--- src/rtl/lc3_mem_ctrl.sv ---
// lc3_mem_ctrl: MAR/MDR memory-access unit with start/done handshake,
// variable-latency memory ack, access timeout and overrun reporting.
module lc3_mem_ctrl #(
   parameter int DATA_W  = 16,
   parameter int ADDR_W  = 16,
   parameter int TIMEOUT = 8
) (
   input  logic              clk,
   input  logic              reset,
   input  logic [DATA_W-1:0] Buss,
   input  logic              ldMAR,
   input  logic              ldMDR,
   input  logic              start,
   input  logic              rw,
   output logic              busy,
   output logic              done,
   output logic              err,
   output logic              ovr_err,
   input  logic              err_clr,
   output logic [ADDR_W-1:0] mar_out,
   output logic [DATA_W-1:0] mdr_out,
   output logic              mem_en,
   output logic              mem_we,
   output logic [ADDR_W-1:0] mem_addr,
   output logic [DATA_W-1:0] mem_wdata,
   input  logic [DATA_W-1:0] mem_rdata,
   input  logic              mem_ack
);
   localparam int CW = TIMEOUT > 1 ? $clog2(TIMEOUT) : 1;
   typedef enum logic [1:0] {IDLE, ACCESS, DONE} state_t;
   state_t            state;
   logic [ADDR_W-1:0] mar;
   logic [DATA_W-1:0] mdr;
   logic [CW-1:0]     cnt;
   logic              rw_q, err_q, timeout_hit;
   // An ack arriving on the final allowed cycle still wins over the timeout.
   assign timeout_hit = (TIMEOUT != 0) && (cnt == CW'(TIMEOUT - 1));
   assign busy      = state != IDLE;
   assign done      = state == DONE;
   assign err       = done & err_q;
   assign mem_en    = state == ACCESS;
   assign mem_we    = mem_en & rw_q;
   assign mar_out   = mar;
   assign mdr_out   = mdr;
   assign mem_addr  = mar;
   assign mem_wdata = mdr;
   always_ff @(posedge clk or posedge reset) begin
      if (reset) begin
         state   <= IDLE;
         mar     <= '0;
         mdr     <= '0;
         cnt     <= '0;
         rw_q    <= 1'b0;
         err_q   <= 1'b0;
         ovr_err <= 1'b0;
      end else begin
         if (busy && start) ovr_err <= 1'b1;
         else if (err_clr) ovr_err <= 1'b0;
         case (state)
            IDLE: begin
               if (ldMAR) mar <= ADDR_W'(Buss);
               if (ldMDR) mdr <= Buss;
               if (start) begin
                  rw_q  <= rw;
                  cnt   <= '0;
                  state <= ACCESS;
               end
            end
            ACCESS: begin
               if (mem_ack) begin
                  if (!rw_q) mdr <= mem_rdata;
                  err_q <= 1'b0;
                  state <= DONE;
               end else if (timeout_hit) begin
                  err_q <= 1'b1;
                  state <= DONE;
               end else if (TIMEOUT != 0) begin
                  cnt <= cnt + 1'b1;
               end
            end
            default: state <= IDLE;
         endcase
      end
   end
endmodule

--- config.mk ---
export PLATFORM = sky130hd
export DESIGN_NAME = lc3_mem_ctrl
export DESIGN_NICKNAME = d
export VERILOG_FILES = /design/src/rtl/lc3_mem_ctrl.sv
export SDC_FILE = /design/constraint.sdc
export NUM_CORES = 1
export LEC_CHECK = 0
export ABC_AREA = 1
export BUFFER_PORTS_ARGS = -buffer_cell sky130_fd_sc_hd__buf_2
export CAP_MARGIN = 15
export CORE_AREA = 10 10 90 92
export CTS_BUF_LIST = sky130_fd_sc_hd__clkbuf_16
export DETAILED_ROUTE_END_ITERATION = 12
export DIE_AREA = 0 0 100 102
export PLACE_DENSITY = 0.7
export RECOVER_POWER = 50
export SLEW_MARGIN = 30
export SYNTH_ARGS = -nofsm -noshare
export SYNTH_HDL_FRONTEND = slang
export SYNTH_SLANG_ARGS = --single-unit
--- constraint.sdc ---
create_clock -name clk -period 2.3 [get_ports clk]
set_clock_uncertainty 0.15 [all_clocks]
set_input_delay 0.115 -clock clk [delete_from_list [all_inputs] [get_ports clk]]
set_output_delay 0.115 -clock clk [all_outputs]
set_load 0.05 [all_outputs]
After elaboration in Yosys (flattened, before gate mapping)
Cells that the tools add are included.
Widths: inputs -> output; s select.
Operators by class
  $add $sub $neg: 1
  bitwise logic cells: 2
  reduce and logical (&&, ||, !) cells: 12
  muxes and demuxes: 16
  eq/ne operators: 10
Operators with widths (number)
  $mux 16: 3
  $pmux 16 s2: 1
  $ne 2x2->1 const B: 5
  $mux 3: 3
  $reduce_and 2->1: 4
  $reduce_and 4->1: 2
  $reduce_bool 2->1: 4
  $mux 2: 3
  $pmux 3 s2: 1
  $mux 1: 4
  $pmux 2 s2: 1
  $add 3x1->3 const B: 1
  $eq 3x3->1 const B: 1
  $ne 3x1->1 const B: 1
  $and 1x1->1: 2
  $eq 2x1->1 const B: 1
  $eq 2x2->1 const B: 1
  $logic_not 2->1: 1
  $ne 2x1->1 const B: 1
  $logic_and 1x1->1: 1
Word-level totals
  flip-flop bits (word level): 40
  input bits: 40
  word-level logic and storage cells: 48
  output and inout bits: 70

Depth between registers and ports, before layout
  word-level depth: 4
  depth in mapped cells: 8
  gate-level depth less buffers: 7

Worst setup path after synthesis
Ideal clock, no wire load.
  path type: reg2out
  start: reg state[0]
  end: out err
  setup slack: 222 ps
  data required time: 2035 ps
  buffers on the path: 2
  cell stages (with the launch flop): 4
  arrival: 1813 ps
  cell sequence: dfrtp_1 -> buf_4 -> buf_2 -> nor3_1
On the way
  longest elaborated chain between the ends: 2
RTL lines
  from (decl): line 31  | state_t state;
  from (signal assigned): line 49  | state <= IDLE;
  from (signal assigned): line 66  | state <= ACCESS;
  from (signal assigned): line 73  | state <= DONE;
  $eq 2x2->1: line 39  | assign done = state == DONE;
  $and 1x1->1: line 40  | assign err = done & err_q;
  to (decl): line 17  | output logic err,
No other way between the ends.

Final worst setup path
  start: reg state[1]
  end: out mem_we
On the way
  longest elaborated chain between the ends: 2
RTL lines
  $eq 2x1->1: line 41  | assign mem_en = state == ACCESS;
  $and 1x1->1: line 42  | assign mem_we = mem_en & rw_q;
  to (decl): line 23  | output logic mem_we,
No other way between the ends.

==> qor.yml <==
detail-route-antenna-nets: 0
ioPinCount: 110
die-height_um: 102
worst_pin_slew_ns: 0.9534
n_antenna_cell: 0
fin_crit_sh_pct: 80.58
synth_area_per_cell_um2: 7.921
cp_max_fo: 18
htreeDepth: 2
fin_nets: 409
vias: 2061
met1_usage_pct: 14.69
timing.reg2reg.setup_slack_ns: 0.51
clockRootBuffer: "clkbuf_16"
numCtsBuffers: 5
setup_viol: 0
drc_errors: 0
clk_pin_slew_ns: 0.06
grt_pass1_wl_um: 10900
max_freq_ghz: 0.5396
gr-usage-met2_pct: 22.70
dp_hpwl_um: 5428
n_fill_cell: 654
finalMaxSlewViolations: 0
hp-class: "in -> reg"
crit_path_max_incr_delay_ns: 0.38
cts_sinks: 40
worst_setup_path_start_kind: "flop"
path_class: "reg -> out"
grt.overflow.total: 0
dr.first_iter.drc_count: 154
drive_gt1_share_pct: 20.65
synthesis.nets: 311
wl_per_cell_um: 15.96
port_buffers: 109
crit_arrival_ns: 1.59
relSlewSlack_pct: 36.37
post_cts_resized: 0
num_rows: 29
start_util_pct: 33.94
grt-busiest-layer: "met2"
routed_wl_um: 7104
die_x_um: 100
yosysWarnings: 0
dieArea_um2: 10200
area_growth_pct: 30.83
post_cts_buffers: 0
cpMaxStageDelayCell: "dfrtp_1"
critical_path.cell_chain: "inv_1, nand2_2, inv_2, nand2_4, inv_1, buf_2"
globalRouteMet3Util_pct: 6.005
syn_inst: 269
netlist_area_um2: 2131
grt_pass1_vias: 2185
track_usage_pct: 13.44
vias_per_cell: 4.631
antenna_found_initial: 0
globalplace.congestion: 0.8053
finalSetupTns_ns: 0
period_needed_ns: 1.853
cts_buffer_depth: 2
finalHoldViolCount: 0
yosys_register_bits: 40
yosysSeqAreaShare_pct: 46.98
crit_path_frequent_cell: "inv_1"
cts_tree: "yes"
cp-end-kind: "output port"
grt_max_degree: 26
cap_viol_max_count: 0
core-area_um2: 6277
status: "finished clean"
clock_latency_ns: 0.28
yosysUniqueCellTypes: 17
first_pass_iters: 4
rsz0062_at_grt: "false"
required_ns: 2.04
[area by class of cell]
cell class              count  area [µm²]  share of cell area (%)
flip-flops and latches     40        1001                   35.91
multi-input cells         176       782.0                   28.05
repair buffers            136       739.5                   26.53
clock buffers               5       125.1                   4.488
well taps                  77       96.34                   3.456
inverters                   8       30.03                   1.077
clock inverters             3       13.76                  0.4937
[routing by layer]
layer	vias to the layer above	part of all wire, %
li1	1018	-
met2	90	47
met1	942	40
met3	11	11
met4	0	1.8
met5	-	0
[synth_stat cells, drive strengths merged]
cell | instances | area, µm²
a21boi | 1 | 7.510
buf | 44 | 314.1
nand2 | 113 | 449.2
nor3 | 1 | 5.000
inv | 8 | 30.03
ha | 2 | 25.02
nand3 | 53 | 270.3
dfrtp | 40 | 1001
o21ai | 2 | 10.01
nor2 | 4 | 15.01
clkbuf | 1 | 3.750
[what timing repair did]
| item | in CTS | in global routing |
|---|---|---|
| hold endpoints to repair | 43 | 0 |
| endpoints found under the setup margin | 0 | 0 |
| hold buffers | 22 | 0 |
[kinds of logic (layout without fill, tap and decap cells)]
group | after synthesis | count (layout) | share of synthesized area, %
AO/OA/AOI/OAI | 3 | 3 | 0.8222
adder cells (fa/ha/maj) | 2 | 2 | 1.174
buffers and inverters | 53 | 152 | 16.32
flip-flops | 40 | 40 | 46.98
AND/OR/NAND/NOR | 171 | 171 | 34.70
[critical path: cells and delay by family, from the launching register on]
| kind | cells | cell delay [ns] |
|---|---|---|
| flops | 1 | 0.38 |
| simple gates | 2 | 0.33 |
| buf+inv | 4 | 0.59 |
[sequential cells by signal, summed over array words and instances, names as in the netlist]
signal	cells
mar_out	16
state	2
cnt	3
ovr_err	1
err_q	1
mdr_out	16
rw_q	1
[worst paths after layout]
| path | to | startpoint | depth (start not counted) |
|---|---|---|---|
| max | mem_we | state[1] | 6 |
| min | state[0] | start | 3 |
| max reg2reg | ovr_err | state[0] | 6 |
| min reg2reg | mar_out[7] | mar_out[7] | 2 |
| max in group asynchronous | mdr_out[15] | reset | 4 |
| min in group asynchronous | cnt[2] | reset | 3 |
[per-stage QoR]
| stage | area, µm² | hold WS [ns] | worst slack (ns) | cells | util, % |
|---|---|---|---|---|---|
| global route | 2788 | 0.06210 | 0.3335 | 445 | 44.41 |
| finish | 2788 | 0.03256 | 0.4467 | 445 | 44.41 |
| floorplan | 2131 | 0.07287 | 0.2218 | 269 | - |
| CTS | 2851 | 0.02877 | 0.4425 | 445 | 45.43 |
| detailed placement | 2492 | 0.08429 | 0.6549 | 415 | 39.71 |
| global placement | 2492 | 0.07532 | 0.7231 | 415 | 39.71 |
[cells in the final DEF, fill, tap and decap left out]
master,netlist,routed
nand2_4,3,3
clkinv_1,0,1
clkinv_2,0,2
dfrtp_1,40,40
buf_4,35,5
buf_2,8,58
nand2_1,109,109
nor3_1,1,1
inv_1,7,7
clkbuf_16,0,5
nand3_2,1,1
o21ai_0,2,2
a21boi_0,1,1
nand2_2,1,1
inv_2,1,1
clkbuf_1,1,51
dlygate4sd3_1,0,22
ha_1,2,2
nor2_1,4,4
nand3_1,52,52
Power is not shown: default switching activity piles up to over one toggle a cycle in this logic, so the estimate is an artifact.
